===== src/rtl/step_debouncer_pkg.sv =====
// Shared constants and repeat-FSM encoding for the step debouncer block.
package step_debouncer_pkg;
  localparam int NUM_BTN  = 5;
  localparam int STEP_BTN = 0;

  localparam int DEF_DEBOUNCE_CYCLES = 1000000;
  localparam int DEF_REPEAT_DELAY    = 50000000;
  localparam int DEF_REPEAT_PERIOD   = 20000000;

  typedef enum logic [1:0] {
    ST_IDLE   = 2'd0,
    ST_DELAY  = 2'd1,
    ST_REPEAT = 2'd2
  } rpt_state_e;
endpackage


===== src/rtl/step_debouncer_if.sv =====
// Button bundle: raw buttons in, debounced levels/presses and step strobe out.
interface step_debouncer_if;
  import step_debouncer_pkg::*;
  logic [NUM_BTN-1:0] btn_in;
  logic [NUM_BTN-1:0] btn_level;
  logic [NUM_BTN-1:0] btn_press;
  logic               step;

  modport master (output btn_in, input btn_level, btn_press, step);
  modport slave  (input btn_in, output btn_level, btn_press, step);
endinterface


===== src/rtl/step_debouncer_channel.sv =====
// One button: 2-flop synchronizer, sample register, stability counter, level and press pulse.
module debounce_channel
  import step_debouncer_pkg::*;
#(
  parameter int DEBOUNCE_CYCLES = DEF_DEBOUNCE_CYCLES
) (
  input  logic clk,
  input  logic rst_n,
  input  logic btn_i,
  output logic level_o,
  output logic press_o,
  output logic level_nxt_o,
  output logic press_nxt_o
);
  localparam int CW = $clog2(DEBOUNCE_CYCLES + 1);

  logic          sync1_q, sync2_q, samp_q;
  logic          level_q, level_d;
  logic          press_q, press_d;
  logic [CW-1:0] cnt_q, cnt_d;

  // The level commits on the DEBOUNCE_CYCLES-th consecutive differing sample.
  always_comb begin
    level_d = level_q;
    cnt_d   = '0;
    if (samp_q != level_q) begin
      if (cnt_q == CW'(DEBOUNCE_CYCLES - 1)) level_d = ~level_q;
      else                                   cnt_d   = cnt_q + 1'b1;
    end
    press_d = level_d & ~level_q;
  end

  always_ff @(posedge clk) begin
    if (!rst_n) begin
      sync1_q <= 1'b0;
      sync2_q <= 1'b0;
      samp_q  <= 1'b0;
      cnt_q   <= '0;
      level_q <= 1'b0;
      press_q <= 1'b0;
    end else begin
      sync1_q <= btn_i;
      sync2_q <= sync1_q;
      samp_q  <= sync2_q;
      cnt_q   <= cnt_d;
      level_q <= level_d;
      press_q <= press_d;
    end
  end

  assign level_o     = level_q;
  assign press_o     = press_q;
  assign level_nxt_o = level_d;
  assign press_nxt_o = press_d;
endmodule


===== src/rtl/step_debouncer.sv =====
// Debounces NUM_BTN buttons and derives a single-cycle step strobe, with optional auto-repeat.
module step_debouncer
  import step_debouncer_pkg::*;
#(
  parameter int DEBOUNCE_CYCLES = DEF_DEBOUNCE_CYCLES,
  parameter int REPEAT_EN       = 0,
  parameter int REPEAT_DELAY    = DEF_REPEAT_DELAY,
  parameter int REPEAT_PERIOD   = DEF_REPEAT_PERIOD
) (
  input logic             clk,
  input logic             rst_n,
  step_debouncer_if.slave bus
);
  localparam int TW = $clog2((REPEAT_DELAY > REPEAT_PERIOD) ? REPEAT_DELAY : REPEAT_PERIOD);

  logic [NUM_BTN-1:0] level_w, press_w, level_nxt, press_nxt;

  for (genvar g = 0; g < NUM_BTN; g++) begin : g_ch
    debounce_channel #(.DEBOUNCE_CYCLES(DEBOUNCE_CYCLES)) u_ch (
      .clk         (clk),
      .rst_n       (rst_n),
      .btn_i       (bus.btn_in[g]),
      .level_o     (level_w[g]),
      .press_o     (press_w[g]),
      .level_nxt_o (level_nxt[g]),
      .press_nxt_o (press_nxt[g])
    );
  end

  // Only the step channel's look-ahead feeds the repeat FSM.
  logic unused_nxt;
  assign unused_nxt = ^{level_nxt, press_nxt};

  rpt_state_e    state_q, state_d;
  logic [TW-1:0] tmr_q, tmr_d;
  logic          step_q, step_d;

  // Release is taken from the level's next value so it beats a timer expiry on the same edge.
  always_comb begin
    state_d = state_q;
    tmr_d   = tmr_q + 1'b1;
    step_d  = 1'b0;
    if (!level_nxt[STEP_BTN]) begin
      state_d = ST_IDLE;
      tmr_d   = '0;
    end else begin
      case (state_q)
        ST_IDLE: begin
          tmr_d = '0;
          if (press_nxt[STEP_BTN]) begin
            state_d = ST_DELAY;
            step_d  = 1'b1;
          end
        end
        ST_DELAY: if (tmr_q == TW'(REPEAT_DELAY - 1)) begin
          state_d = ST_REPEAT;
          tmr_d   = '0;
          step_d  = 1'b1;
        end
        ST_REPEAT: if (tmr_q == TW'(REPEAT_PERIOD - 1)) begin
          tmr_d  = '0;
          step_d = 1'b1;
        end
        default: begin
          state_d = ST_IDLE;
          tmr_d   = '0;
        end
      endcase
    end
    if (REPEAT_EN == 0) begin
      state_d = ST_IDLE;
      tmr_d   = '0;
      step_d  = press_nxt[STEP_BTN];
    end
  end

  always_ff @(posedge clk) begin
    if (!rst_n) begin
      state_q <= ST_IDLE;
      tmr_q   <= '0;
      step_q  <= 1'b0;
    end else begin
      state_q <= state_d;
      tmr_q   <= tmr_d;
      step_q  <= step_d;
    end
  end

  assign bus.btn_level = level_w;
  assign bus.btn_press = press_w;
  assign bus.step      = step_q;
endmodule


===== src/flat_wrapper.sv =====
// flat-port wrapper written by rule: the top's interface ports become plain ports
module step_debouncer_flat import step_debouncer_pkg::*;
#(
  parameter int DEBOUNCE_CYCLES = DEF_DEBOUNCE_CYCLES,
  parameter int REPEAT_EN       = 0,
  parameter int REPEAT_DELAY    = DEF_REPEAT_DELAY,
  parameter int REPEAT_PERIOD   = DEF_REPEAT_PERIOD
)
  (clk, rst_n, bus_btn_in, bus_btn_level, bus_btn_press, bus_step);
  step_debouncer_if bus_i ();
  input logic clk;
  input logic rst_n;
  input wire logic [$bits(bus_i.btn_in)-1:0] bus_btn_in;
  output wire logic [$bits(bus_i.btn_level)-1:0] bus_btn_level;
  output wire logic [$bits(bus_i.btn_press)-1:0] bus_btn_press;
  output wire logic [$bits(bus_i.step)-1:0] bus_step;
  assign bus_i.btn_in = bus_btn_in;
  assign bus_btn_level = bus_i.btn_level;
  assign bus_btn_press = bus_i.btn_press;
  assign bus_step = bus_i.step;
  step_debouncer #(.DEBOUNCE_CYCLES(DEBOUNCE_CYCLES), .REPEAT_EN(REPEAT_EN), .REPEAT_DELAY(REPEAT_DELAY), .REPEAT_PERIOD(REPEAT_PERIOD)) u_core (.clk(clk), .rst_n(rst_n), .bus(bus_i));
endmodule

===== config.mk =====
export PLATFORM = sky130hd
export DESIGN_NAME = step_debouncer_flat
export DESIGN_NICKNAME = d
export VERILOG_FILES = /design/src/rtl/step_debouncer_pkg.sv /design/src/rtl/step_debouncer_if.sv /design/src/rtl/step_debouncer_channel.sv /design/src/rtl/step_debouncer.sv /design/src/flat_wrapper.sv
export SDC_FILE = /design/constraint.sdc
export NUM_CORES = 1
export LEC_CHECK = 0
export CAP_MARGIN = 20
export CORE_MARGIN = 5
export CORE_UTILIZATION = 40
export CTS_CLUSTER_SIZE = 40
export DETAILED_ROUTE_END_ITERATION = 8
export HOLD_SLACK_MARGIN = 0.1
export PLACE_DENSITY_LB_ADDON = 0.2
export SYNTH_ARGS = -nofsm -noshare
export SYNTH_HDL_FRONTEND = slang
export SYNTH_SLANG_ARGS = --single-unit

===== constraint.sdc =====
create_clock -name clk -period 1.7 [get_ports clk]
set_input_delay 0.34 -clock clk [delete_from_list [all_inputs] [get_ports clk]]
set_output_delay 0.34 -clock clk [all_outputs]
set_load 0.03 [all_outputs]

; ---- Yosys cells after proc, flatten, opt, wreduce, memory -nomap -nowiden
; Index checks and enable logic that the tools add are counted.
[totals]
mem_count = 0
latch_bits = 0
reg_bits = 125
mem_bits_ro = 0
word_cells = 76
inputBits = 7
ramBits = 0
out_inout_bits = 11
[op_classes]
n_mul = 0
eq_ne = 10
add_sub_neg = 5
shift = 0
n_mux = 10
n_reduce_logical = 5
n_bitwise = 16
div = 0
n_lt_le_gt_ge = 0
[op_table]
columns = operator, count
row1 = $add 20x1->20 const B, 5
row2 = $eq 20x20->1 const B, 5
row3 = $reduce_or 3->1, 5
row4 = $not 1->1, 11
row5 = $mux 1, 10
row6 = $and 1x1->1, 5
row7 = $ne 1x1->1, 5

; ---- Logic depth before layout (Yosys ltp)
[logic_depth]
ltp_word = 4
ltp_mapped = 6

; ---- Modules after synthesis
; A second synthesis with hierarchy kept.
[unflattened]
cells_unflattened = 617
hier_area_um2 = 6100.9
[modules_own_cells]
columns = mod, instances, area_each_um2, cells_each, seq_area_each_um2
row1 = debounce_channel, 5, 1214.9, 123, 500.5
row2 = step_debouncer, 1, 26.3, 2, 20.0

; ---- Worst setup path after synthesis
; Ideal clock, no wire load.
[synth_timing]
path_type = register to register
from = register u_core.g_ch[3].u_ch.cnt_q[15]
to = register u_core.g_ch[3].u_ch.cnt_q[18]
n_path_buf = 1
path_slack_ns = -0.161
synth_period_minus_slack_ns = 1.861
arrival_ns = 1.736
path_stages_with_launch = 6
required_ns = 1.575
setup_ns = 0.125
path_cell_list = dfxtp_1 or4b_1 or4_4 o211ai_2 buf_6 a21oi_1
[synth_between]
elab_chain_len = 2
elab_cells_between_ends = 3
[synth_rtl]
columns = item, line_no
row1 = from (decl), step_debouncer_channel.sv:20  ; logic [CW-1:0] cnt_q, cnt_d;
row2 = from (signal assigned), step_debouncer_channel.sv:45  ; cnt_q <= cnt_d;
row3 = branches (longest 2 deep; another with $add 20x1->20), --
; Parallel ways; which one is timed is not known.
; A chain may end at the register's enable or synchronous reset.

; ---- Worst setup path in the final report
[layout_timing]
from = register u_core.g_ch[0].u_ch.cnt_q[15]
to = register u_core.g_ch[0].u_ch.cnt_q[16]
[layout_between]
elab_chain_len = 2
elab_cells_between_ends = 3
[layout_rtl]
columns = item, line_no
row1 = from (decl), step_debouncer_channel.sv:20
row2 = from (signal assigned), step_debouncer_channel.sv:45
row3 = branches (longest 2 deep; another with $add 20x1->20), --
; Parallel ways; which one is timed is not known.

==> flow_summary.json <==
{
  "outcome": "finished with violations",
  "violations": "setup timing",
  "power_density_mw_per_mm2": 978,
  "yosysUniqueCellTypes": 34,
  "hold_viol": 0,
  "fin_hold_ws_ps": 433,
  "slew_violations": 0,
  "final_cells": 895,
  "startpoint_type": "register",
  "drtIter0Drc": 234,
  "antenna_found_initial": 0,
  "cts_inserted_buffers": 17,
  "vias_per_cell": 5.13,
  "relSlewSlack_pct": 74.6,
  "r2r_end": "u_core.g_ch[0].u_ch.cnt_q[16]",
  "cp-end-kind": "register",
  "num_vias": 4589,
  "final.period_utilization_pct": 115,
  "final_nets": 720,
  "crit_family": "simple AND/OR/NAND/NOR gates",
  "rr_worst_depth": 5,
  "die_x_um": 127,
  "cts_root_buffer": "clkbuf_16",
  "layout_common_cells": "dfxtp_1 (121), buf_4 (74), nor2_1 (63)",
  "leakage_nw": 2.49,
  "area_delta_synth_final_pct": 30.8,
  "min_period_ps": 1950,
  "io_buffers": 17,
  "reg2reg_slack_ps": -250,
  "die_area_mm2": 0.0160,
  "clockPowerShare_pct": 56.4,
  "drv_cap": 0,
  "utilization_pct": 53.5,
  "worst_slew_pin_slew_ps": 378,
  "drc": 0,
  "grt_pass1_vias": 4366,
  "dpl.cell_count": 859,
  "critical_path_class": "register to register",
  "seqPwrFrac_pct": 42.5,
  "synthCells": 618,
  "synth.avg_cell_area_um2": 8.80,
  "critical_path.slowest_cell": "or4b_4",
  "wl_mm": 11.4,
  "rr_startpoint": "u_core.g_ch[0].u_ch.cnt_q[15]",
  "seq_area_frac_synth_pct": 46.0,
  "path_clk_slew_ps": 60,
  "yosysWarningCount": 0,
  "rows": 42,
  "ys_seq_elements": 125,
  "grt_pass1_wl_mm": 19.5,
  "final-setup-viol-count": 62,
  "worstPathArrival_ps": 2240,
  "dr.pass1.iters": 4,
  "ant_nets": 0,
  "layout_commonest_cell": "dfxtp_1",
  "cts_tree": "built",
  "p_sw_mw": 1.31,
  "track_usage_pct": 14.6,
  "path_cells": "or4b_4, or4_4, o211ai_4, buf_6, a21oi_1",
  "tns_ps": -13360,
  "n_antenna_cell": 0,
  "gr-total-overflow": 0,
  "cp_slowest_stage_delay_ps": 530,
  "clockBufferDepth": 2,
  "clock_latency_ps": 410,
  "path_max_fanout": 9,
  "grt_max_degree": 27,
  "synthesis.nets": 630,
  "startpoint": "u_core.g_ch[0].u_ch.cnt_q[15]",
  "h-tree-depth": 4,
  "cp-endpoint": "u_core.g_ch[0].u_ch.cnt_q[16]",
  "ir_drop_uv": 776,
  "drt-wirelength-per-cell_um": 12.8,
  "cp_num_cells": 5,
  "initial_core_util_pct": 40.9,
  "netlist_area_mm2": 0.00544,
  "timing.fmax_ghz": 0.513,
  "core_mm2": 0.0133,
  "rsz0062_at_grt": "yes",
  "holdBufCountCts": 0,
  "io_pins": 18,
  "skew_ps": 5.09,
  "place.gp.congestion": 0.796,
  "swShare_pct": 18.8,
  "intPower_mw": 5.65,
  "required_ps": 1990,
  "power.share.combinational_pct": 1.1,
  "cts_sinks": 125,
  "fp.dieH_um": 127,
  "crit_buf_inv": 1,
  "drive_gt1_share_pct": 22.0,
  "hp-class": "register to register",
  "worst_slack_ps": -250,
  "hpwl_mm": 7.82
}
## per-stage QoR
stage | worst slack, ps | total power [mW] | instance area [µm²]
5_1_grt | -300 | 7.19 | 7110
6_report | -250 | 6.96 | 7110
3_3_place_gp | -190 | 3.09 | 6310
3_5_place_dp | -199 | 3.09 | 6310
2_1_floorplan | -145 | 3.05 | 5510
4_1_cts | -215 | 7.05 | 6990
## cell families (layout without fill, tap and decap cells)
kind of cell / count (synthesis) / in the layout / share of synthesized area, %
flip-flops: 125 / 125 / 46.0
AND/OR/NAND/NOR: 289 / 289 / 29.2
AO/OA/AOI/OAI: 93 / 93 / 9.71
adder cells (fa/ha/maj): 5 / 5 / 1.15
buffers and inverters: 50 / 151 / 4.90
XOR/XNOR: 56 / 56 / 9.02
## worst min-delay path by stage
stage / from / end / slack (ps) / depth (start not counted)
after floorplan: u_core.g_ch[0].u_ch.sync2_q / u_core.g_ch[0].u_ch.samp_q / 410 / 1
after global placement: u_core.g_ch[2].u_ch.sync1_q / u_core.g_ch[2].u_ch.sync2_q / 420 / 1
after detailed placement: u_core.g_ch[3].u_ch.sync1_q / u_core.g_ch[3].u_ch.sync2_q / 420 / 1
after CTS: u_core.g_ch[3].u_ch.sync1_q / u_core.g_ch[3].u_ch.sync2_q / 440 / 1
after global routing: u_core.g_ch[1].u_ch.sync2_q / u_core.g_ch[1].u_ch.samp_q / 450 / 1
final: u_core.g_ch[2].u_ch.sync1_q / u_core.g_ch[2].u_ch.sync2_q / 430 / 1
## area by class of cell
cell class              instances  area [µm²]
repair buffers                101         856
inverters                      20        75.1
clock buffers                  20         457
clock inverters                10         188
well taps                     176         220
fillers                      1224        6180
multi-input cells             443        2810
flip-flops and latches        125        2510
## state kept, by name, summed over array words and instances, names as in the netlist
| register | cells |
|---|---|
| u_core.g_ch.u_ch.sync2_q | 5 |
| u_core.g_ch.u_ch.level_o | 5 |
| u_core.g_ch.u_ch.cnt_q | 100 |
| u_core.g_ch.u_ch.samp_q | 5 |
| u_core.g_ch.u_ch.press_o | 5 |
| u_core.g_ch.u_ch.sync1_q | 5 |
## cells in the mapped netlist
| cell type | n | area, µm² |
|---|---|---|
| or4b_1 | 3 | 30.0 |
| or2_1 | 1 | 6.26 |
| o211ai_1 | 2 | 15.0 |
| nand2_1 | 33 | 124 |
| buf_6 | 4 | 45.0 |
| xnor2_1 | 19 | 166 |
| nand3_2 | 1 | 10.0 |
| and2_1 | 22 | 138 |
| and4_1 | 8 | 70.1 |
| dfxtp_1 | 125 | 2500 |
| or4bb_1 | 1 | 11.3 |
| o31ai_1 | 14 | 105 |
| or4_1 | 17 | 128 |
| nor4b_1 | 4 | 35.0 |
| or2_2 | 2 | 12.5 |
| ha_1 | 5 | 62.6 |
| nand4bb_1 | 2 | 22.5 |
| clkbuf_1 | 11 | 41.3 |
| buf_2 | 3 | 15.0 |
| nor2_1 | 70 | 263 |
| inv_1 | 20 | 75.1 |
| and2_0 | 1 | 6.26 |
| a21oi_1 | 44 | 220 |
| nand4_1 | 30 | 188 |
| or3_1 | 29 | 181 |
| buf_4 | 12 | 90.1 |
| or4_4 | 2 | 22.5 |
| nand3_1 | 37 | 185 |
| nor3_1 | 6 | 30.0 |
| and3_1 | 13 | 81.3 |
| xor2_1 | 37 | 324 |
| nor4_1 | 7 | 43.8 |
| o211ai_2 | 3 | 37.5 |
| o21ai_0 | 30 | 150 |
## worst register-to-register path: cells and delay by family, from the launching register on
family / cells / cell delay (ps)
AOI/OAI and AO/OA: 2 / 280
buffers and inverters: 1 / 170
DFF: 1 / 320
and+or+nand+nor: 2 / 1060
## timing repair
action	in CTS	in global routing
endpoints found under the hold margin	0	0
gates cloned	1	2
resized for setup	22	21
pin swaps	2	5
setup endpoints to repair	72	104
setup buffers	0	3
## power by group through the flow
stage / logic [mW] / registers [mW] / clock network, mW
after global routing: 0.0858 / 2.95 / 4.15
after detailed placement: 0.0697 / 3.02 / 0
after CTS: 0.0730 / 2.95 / 4.03
after global placement: 0.0687 / 3.02 / 0
final: 0.0788 / 2.95 / 3.92
after floorplan: 0.0383 / 3.02 / 0
## layer usage
layer,vias to the layer above,GRT usage (%),share of wire [%]
li1,2376,-,-
met1,2138,18.3,48
met2,55,23.7,48
met3,20,4.08,2.7
met4,0,6.18,1.7
met5,-,0,0
Note: power is estimated with default switching activity, not from simulation.
